<file path="src/rtl/reg_pkg.sv">
// Shared constants and state encoding for the register readback streamer.
// Address increment wraps naturally because NUM_REGS is a power of two.
package reg_pkg;

  localparam int WIDTH    = 16;
  localparam int NUM_REGS = 16;
  localparam int ADDR_W   = $clog2(NUM_REGS);

  typedef enum logic [2:0] {
    S_IDLE = 3'd0,
    S_READ = 3'd1,
    S_CAPT = 3'd2,
    S_SEND = 3'd3,
    S_DONE = 3'd4
  } state_e;

  function automatic logic [ADDR_W-1:0] addr_inc(
    input logic [ADDR_W-1:0] a
  );
    return a + ADDR_W'(1);
  endfunction

endpackage

</file>
<file path="src/rtl/reg_read_addr_counter.sv">
// Loadable entry counter for the readback walk.
// Holds the current and final entry and flags when they match.
module reg_read_addr_counter
  import reg_pkg::*;
(
  input  logic              CLK,
  input  logic              RST,
  input  logic              load,
  input  logic              inc,
  input  logic [ADDR_W-1:0] ld_cur,
  input  logic [ADDR_W-1:0] ld_last,
  output logic [ADDR_W-1:0] cur,
  output logic              at_last
);

  logic [ADDR_W-1:0] cur_d, cur_q;
  logic [ADDR_W-1:0] last_d, last_q;

  always_comb begin
    cur_d  = cur_q;
    last_d = last_q;
    if (load) begin
      cur_d  = ld_cur;
      last_d = ld_last;
    end else if (inc) begin
      cur_d = addr_inc(cur_q);
    end
  end

  always_ff @(posedge CLK or negedge RST) begin
    if (!RST) begin
      cur_q  <= '0;
      last_q <= '0;
    end else begin
      cur_q  <= cur_d;
      last_q <= last_d;
    end
  end

  assign cur     = cur_q;
  assign at_last = (cur_q == last_q);

endmodule

</file>
<file path="src/rtl/reg_readback_streamer.sv">
// Walks a register-file range through a synchronous read port
// and streams each captured word out on a valid/ready interface.
module reg_readback_streamer
  import reg_pkg::*;
(
  input  logic              CLK,
  input  logic              RST,
  input  logic              start,
  input  logic              abort,
  input  logic [ADDR_W-1:0] start_addr,
  input  logic [ADDR_W-1:0] end_addr,
  output logic [ADDR_W-1:0] rf_addr,
  input  logic [WIDTH-1:0]  rf_data,
  output logic              out_valid,
  input  logic              out_ready,
  output logic [WIDTH-1:0]  out_data,
  output logic [ADDR_W-1:0] out_addr,
  output logic              out_last,
  output logic              busy,
  output logic              done
);

  state_e            state_d, state_q;
  logic [WIDTH-1:0]  out_data_d, out_data_q;
  logic [ADDR_W-1:0] out_addr_d, out_addr_q;
  logic              out_valid_d, out_valid_q;
  logic              out_last_d, out_last_q;
  logic              busy_d, busy_q;
  logic              done_d, done_q;
  logic              cnt_load, cnt_inc;
  logic [ADDR_W-1:0] cur;
  logic              at_last;

  reg_read_addr_counter u_cnt (
    .CLK     (CLK),
    .RST     (RST),
    .load    (cnt_load),
    .inc     (cnt_inc),
    .ld_cur  (start_addr),
    .ld_last (end_addr),
    .cur     (cur),
    .at_last (at_last)
  );

  always_comb begin
    state_d     = state_q;
    out_data_d  = out_data_q;
    out_addr_d  = out_addr_q;
    out_valid_d = out_valid_q;
    out_last_d  = out_last_q;
    busy_d      = busy_q;
    done_d      = 1'b0;
    cnt_load    = 1'b0;
    cnt_inc     = 1'b0;
    unique case (state_q)
      S_IDLE: begin
        if (start) begin
          cnt_load = 1'b1;
          busy_d   = 1'b1;
          state_d  = S_READ;
        end
      end
      S_READ: begin
        if (abort) begin
          busy_d  = 1'b0;
          state_d = S_IDLE;
        end else begin
          state_d = S_CAPT;
        end
      end
      S_CAPT: begin
        if (abort) begin
          busy_d  = 1'b0;
          state_d = S_IDLE;
        end else begin
          out_data_d  = rf_data;
          out_addr_d  = cur;
          out_last_d  = at_last;
          out_valid_d = 1'b1;
          state_d     = S_SEND;
        end
      end
      S_SEND: begin
        // an aborted word is dropped, never counted as transferred
        if (abort) begin
          out_valid_d = 1'b0;
          busy_d      = 1'b0;
          state_d     = S_IDLE;
        end else if (out_valid_q && out_ready) begin
          out_valid_d = 1'b0;
          if (at_last) begin
            done_d  = 1'b1;
            state_d = S_DONE;
          end else begin
            cnt_inc = 1'b1;
            state_d = S_READ;
          end
        end
      end
      S_DONE: begin
        busy_d  = 1'b0;
        state_d = S_IDLE;
      end
      default: begin
        out_valid_d = 1'b0;
        busy_d      = 1'b0;
        state_d     = S_IDLE;
      end
    endcase
  end

  always_ff @(posedge CLK or negedge RST) begin
    if (!RST) begin
      state_q     <= S_IDLE;
      out_data_q  <= '0;
      out_addr_q  <= '0;
      out_valid_q <= 1'b0;
      out_last_q  <= 1'b0;
      busy_q      <= 1'b0;
      done_q      <= 1'b0;
    end else begin
      state_q     <= state_d;
      out_data_q  <= out_data_d;
      out_addr_q  <= out_addr_d;
      out_valid_q <= out_valid_d;
      out_last_q  <= out_last_d;
      busy_q      <= busy_d;
      done_q      <= done_d;
    end
  end

  assign rf_addr   = cur;
  assign out_data  = out_data_q;
  assign out_addr  = out_addr_q;
  assign out_valid = out_valid_q;
  assign out_last  = out_last_q;
  assign busy      = busy_q;
  assign done      = done_q;

endmodule

</file>
<file path="config.mk">
export PLATFORM = sky130hd
export DESIGN_NAME = reg_readback_streamer
export DESIGN_NICKNAME = d
export VERILOG_FILES = /design/src/rtl/reg_pkg.sv /design/src/rtl/reg_read_addr_counter.sv /design/src/rtl/reg_readback_streamer.sv
export SDC_FILE = /design/constraint.sdc
export NUM_CORES = 1
export LEC_CHECK = 0
export CAP_MARGIN = 30
export CELL_PAD_IN_SITES_DETAIL_PLACEMENT = 1
export CELL_PAD_IN_SITES_GLOBAL_PLACEMENT = 2
export CORE_MARGIN = 3
export CORE_UTILIZATION = 29
export CTS_CLUSTER_SIZE = 40
export DETAILED_ROUTE_END_ITERATION = 7
export GPL_ROUTABILITY_DRIVEN = 0
export GPL_TIMING_DRIVEN = 0
export PLACE_DENSITY = 0.84
export SYNTH_ARGS = -nofsm -noshare
export SYNTH_HDL_FRONTEND = slang
export SYNTH_SLANG_ARGS = --single-unit
</file>
<file path="constraint.sdc">
create_clock -name CLK -period 3.47 [get_ports CLK]
set_clock_uncertainty 0.2 [all_clocks]
set_input_delay 0.347 -clock CLK [delete_from_list [all_inputs] [get_ports CLK]]
set_output_delay 0.347 -clock CLK [all_outputs]
set_load 0.005 [all_outputs]
</file>
Word level (Yosys, flattened, before mapping)
Index checks and enable logic that the tools add are counted.
{"block": "totals", "register_bits": 35, "latchBits": 0, "ram_bits": 0, "mem_bits_ro": 0, "out_inout_bits": 28, "wordCells": 56, "n_memories": 0}
{"block": "classes", "n_addsub": 1, "n_mul": 0, "n_div": 0, "n_lt_le_gt_ge": 0, "n_eq_ne": 9, "n_shift": 0, "mux": 26, "bitwise_logic": 2, "n_reduce_logical": 9}
{"op": "two-way mux 1 bit", "count": 15}
{"op": "two-way mux 3 bit", "count": 4}
{"op": "one-hot mux 3 bit (4 select lines)", "count": 1}
{"op": "two-way mux 4 bit", "count": 2}
{"op": "equality test 3 x 2 -> 1 bit, second input constant", "count": 2}
{"op": "AND reduction 2 bit", "count": 3}
{"op": "OR reduction 3 bit", "count": 2}
{"op": "adder 4 x 1 -> 4 bit, second input constant", "count": 1}
{"op": "equality test 4 bit", "count": 1}
{"op": "two-way mux 2 bit", "count": 2}
{"op": "inequality test 2 bit, second input constant", "count": 2}
{"op": "equality test 3 x 1 -> 1 bit, second input constant", "count": 1}
{"op": "equality test 3 bit, second input constant", "count": 1}
{"op": "zero test 3 bit", "count": 1}
{"op": "inequality test 3 bit, second input constant", "count": 1}
{"op": "one-hot mux 1 bit (3 select lines)", "count": 1}
{"op": "AND reduction 3 bit", "count": 1}
{"op": "inequality test 2 x 1 -> 1 bit, second input constant", "count": 1}
{"op": "NOT 1 bit", "count": 2}
{"op": "one-hot mux 1 bit (2 select lines)", "count": 1}
{"op": "nonzero test 2 bit", "count": 1}
{"op": "logical AND 1 bit", "count": 1}

Longest topological paths before layout
{"block": "depth", "word_depth": 7, "depth_mapped": 6, "ltp_nobuf": 4}

By module
A second synthesis with hierarchy kept.
{"block": "unflattened", "cells_unflattened": 108, "hier_area_um2": 1502.7}
{"module": "reg_readback_streamer", "instances": 1, "cells_each": 76, "area_per_inst_um2": 1108.6, "seq_area_each_um2": 675.6}
{"module": "reg_read_addr_counter", "instances": 1, "cells_each": 32, "area_per_inst_um2": 394.1, "seq_area_each_um2": 200.2}

Worst setup path after synthesis
OpenSTA, ideal clock, no wires.
{"block": "synth_timing", "path_kind": "flip-flop to flip-flop", "startpoint": "register state_q[2]", "endpoint": "register out_data_q[0] (netlist: out_data[0])", "setup_ns": 0.125, "t_arrival_ns": 1.629, "slack_ns": 1.516, "stages_incl_launch_ff": 5, "path_cell_list": "dfrtp_1 > or2_4 > nor3b_1 > buf_2 > mux2_2"}
{"block": "synth_between", "elab_chain_cells": 2}
{"item": "start, declared", "line_no": "reg_readback_streamer.sv:23", "source": "state_e state_d, state_q;"}
{"item": "start signal, assigned", "line_no": "reg_readback_streamer.sv:122", "source": "state_q <= state_d;"}
{"item": "equality test 3 x 2 -> 1 bit", "line_no": "reg_readback_streamer.sv:55", "source": "unique case (state_q)"}
{"item": "AND reduction 2 bit (no source line)"}
{"item": "end signal, assigned", "line_no": "reg_readback_streamer.sv:123", "source": "out_data_q <= out_data_d;"}
{"item": "end, declared", "line_no": "reg_readback_streamer.sv:24", "source": "logic [WIDTH-1:0] out_data_d, out_data_q;"}
No other way between the ends.
A chain may end at the register's enable or synchronous reset.

Worst setup path after layout
{"block": "layout_timing", "startpoint": "input port abort", "endpoint": "register out_data_q[13] (netlist: out_data[13])"}
{"block": "layout_between", "elab_chain_cells": 2}
{"item": "start, declared", "line_no": "reg_readback_streamer.sv:9", "source": "input logic abort,"}
{"item": "NOT 1 bit (no source line)"}
{"item": "AND reduction 2 bit (no source line)"}
No other way between the ends.

==> impl_metrics.ini <==
[yosys]
synth_cell_type_count = 27
synth_edf_count = 0
async_flop_share = 1.000
avgSynthCellArea_sq_um = 12.03
yosysTopAreaCellShare = 0.5872
ys_seq_area_frac = 0.5872
syn_area_sq_mm = 0.001491
synth_area_leaders = dfrtp_1 (59%), mux2_2 (16%), nand2_1 (3.3%), nor2_1 (2.5%), xnor2_1 (2.3%)
synthFlopType = dfrtp_1
ys_ff_latch = 35
syn_nets = 154
syn_inst = 124
yosysWarnings = 0
synthDominantAreaCellType = dfrtp_1

[outcome]
status = finished, final reports clean

[worst_setup_path]
cpLargestDelayFamily = buffers and inverters
reg2reg_to = out_data[13]
crit_chain = clkdlybuf4s50_1 -> or2_4 -> nor3b_1 -> buf_2 -> mux2_2
arrival_ns = 2.21
startpoint_type = primary input
slowest_delay_ns = 0.47
r2r_start = state_q[2]
worstPathRequired_ns = 3.45
rrSetupSlack_ns = 1.28
reg2reg_depth = 4
cp_slowest_cell = clkdlybuf4s50_1
path_buf_inv = 2
critPathMaxFanout = 10
setup.worst_path.class = in -> reg
end_kind = flop

[floorplan]
ioPinCount = 57
coreArea_sq_mm = 0.004848
fp.dieW_um = 77.72
start_util = 0.3076
die_area_sq_mm = 0.006040
fp.dieH_um = 77.72
rows = 25

[global_routing]
grt_usage = 0.1440
grt_max_degree = 36
grt-ovfl-total = 0
grt_pass1_wl_um = 6624
grt_pass1_vias = 1326
antenna_found_initial = 0

[clock_tree]
numCtsBuffers = 5
post-cts-setup-buffers = 0
h-tree-depth = 2
clk_pin_slew_ns = 0.07
cts_tree = done
cts_root_buffer = clkbuf_8
clk_path_buf_depth = 2
clock_sinks = 35
clk-insertion-delay-late_ns = 0.30

[finish]
final_layout_size_suffix_gt1_frac = 0.1905
syn_to_final_growth_pct = 52.43
nNetsFinal = 218
utilization = 0.4689
antenna_cells = 0

[sta]
rsz0062_at_grt = no
clock.fmax_mhz = 447.1
finalHoldViolCount = 0
layout_min_cycle_time_ns = 2.237
finalSetupViolCount = 0
slew_violations = 0
tightestPinTransition_ns = 0.8004
post-route-period-util = 0.6445
max-slew-margin-rel = 0.4664
fin_tns_setup_ns = 0

[routing]
wl_per_cell_um = 15.41
first_pass_iters = 4
drt_iter0_drc = 65
viasPerCell = 4.582
drc = 0
drt_wl_total_um = 3944
vias = 1173
ant_nets = 0

[pwr]
p_leak_nw = 0.9340
irDropWorstVdd_mv = 0.3797
powerDensity_mw_per_mm2 = 868.0

[hold_path]
holdCritPathClass = reg -> reg
hold_start = u_cnt.last_q[1]
holdPathEnd = u_cnt.last_q[1]
hold_depth = 2

[run]
max_cap_viol_count = 0

[place]
numPortBuffers = 56
post-dp-hpwl_um = 3007
==> Yosys cell counts (all sizes together) (2+ instances only) <==
| library cell | instances |
|---|---|
| o21ai | 5 |
| nand2 | 13 |
| a31oi | 4 |
| mux2 | 21 |
| xnor2 | 4 |
| nand4 | 2 |
| or2 | 2 |
| dfrtp | 35 |
| nand3 | 2 |
| nor3b | 2 |
| o31ai | 3 |
| buf | 4 |
| a21oi | 3 |
| or4 | 2 |
| nor2 | 10 |
| clkbuf | 3 |
==> per-stage QoR <==
stage | power, mW | cell area, sq um | hold WS [ns] | std cells | worst slack, ns
after floorplan | 1.072 | 1491 | -0.1486 | 124 | 1.516
after global placement | 1.513 | 2136 | 0.2895 | 247 | 0.9443
after detailed placement | 1.550 | 2131 | 0.2859 | 247 | 0.9133
after CTS | 2.008 | 2273 | 0.3091 | 256 | 1.243
after global routing | 2.118 | 2273 | 0.3324 | 256 | 1.157
final | 1.973 | 2273 | 0.3028 | 256 | 1.233
==> layout by cell type, fill, tap and decap left out <==
master           count
nor4b_1              1
a21oi_1              3
clkbuf_2             1
a22oi_1              1
nand4_1              2
buf_2                5
nand3b_1             1
a31oi_1              4
clkbuf_1             3
clkbuf_8             5
clkdlybuf4s50_1     55
xnor2_1              4
inv_1                1
o21a_1               1
mux2_2              21
or4_1                2
dlygate4sd3_1        1
nand2_1             13
nand2b_1             1
or3_2                1
nand3_1              2
ha_1                 1
o31ai_1              3
dfrtp_1             35
and4_1               1
or2_4                1
nor2_1              10
or2_0                1
o21ai_0              5
nor3b_1              2
bufinv_16            2
==> worst min-delay path: stages (launching register included) <==
cell and delay (ns):
dfrtp_1 0.36, nand2_1 0.05, nand2_1 0.06
==> state kept, by name, indices dropped and copies added (netlist names) <==
register      cells
state_q           3
out_addr          4
u_cnt.last_q      4
out_last          1
out_data         16
busy              1
done              1
out_valid         1
u_cnt.cur         4
==> cell type report <==
| class | count | area [sq um] |
|---|---|---|
| clock inverters | 2 | 60.06 |
| repair buffers | 57 | 565.5 |
| inverters | 1 | 3.754 |
| multi-input cells | 81 | 579.3 |
| plain buffers | 7 | 32.53 |
| fillers | 526 | 2575 |
| flip-flops and latches | 35 | 875.8 |
| well taps | 67 | 83.83 |
| clock buffers | 6 | 72.57 |
==> what timing repair did <==
item                      CTS  global route
hold buffers                1             0
gates resized for setup     0             0
hold endpoints to repair   35             0
==> routing by layer <==
| metal | up-vias | global-route usage | routed length, um |
|---|---|---|---|
| met5 | - | 0 | 0 |
| met1 | 578 | 0.1691 | 1618 |
| met2 | 27 | 0.2483 | 2103 |
| met3 | 7 | 0.03016 | 141 |
| met4 | 0 | 0.06940 | 80 |
| li1 | 561 | - | - |
==> power by group <==
group	switching (mW)	total [mW]	leakage, nW	internal, mW
clock	0.153	0.440	0.0654	0.287
combinational	0.299	0.799	0.448	0.501
sequential	0.134	0.734	0.420	0.600
total	0.585	1.97	0.934	1.39
==> cells by family (layout without fill, tap and decap cells) <==
kind of cell,after synthesis,in the layout,synth area share
buffers and inverters,8,73,0.02433
AOI/OAI and AO/OA,17,17,0.06879
and+or+nand+nor,38,38,0.1292
DFF,35,35,0.5872
xor gates and xnor gates,4,4,0.02349
adders and majority gates,1,1,0.008388
muxes,21,21,0.1586
==> worst max-delay path by stage <==
| stage | to | slack (ns) | cells past startpoint | startpoint |
|---|---|---|---|---|
| detailed placement | out_data[0] | 0.91 | 5 | abort |
| global route | out_data[0] | 1.16 | 5 | abort |
| finish | out_data[13] | 1.23 | 5 | abort |
| CTS | out_data[0] | 1.24 | 5 | abort |
| floorplan | out_data[0] | 1.52 | 4 | state_q[2] |
| global placement | out_data[1] | 0.94 | 5 | abort |
Note: power is estimated with default switching activity, not from simulation.
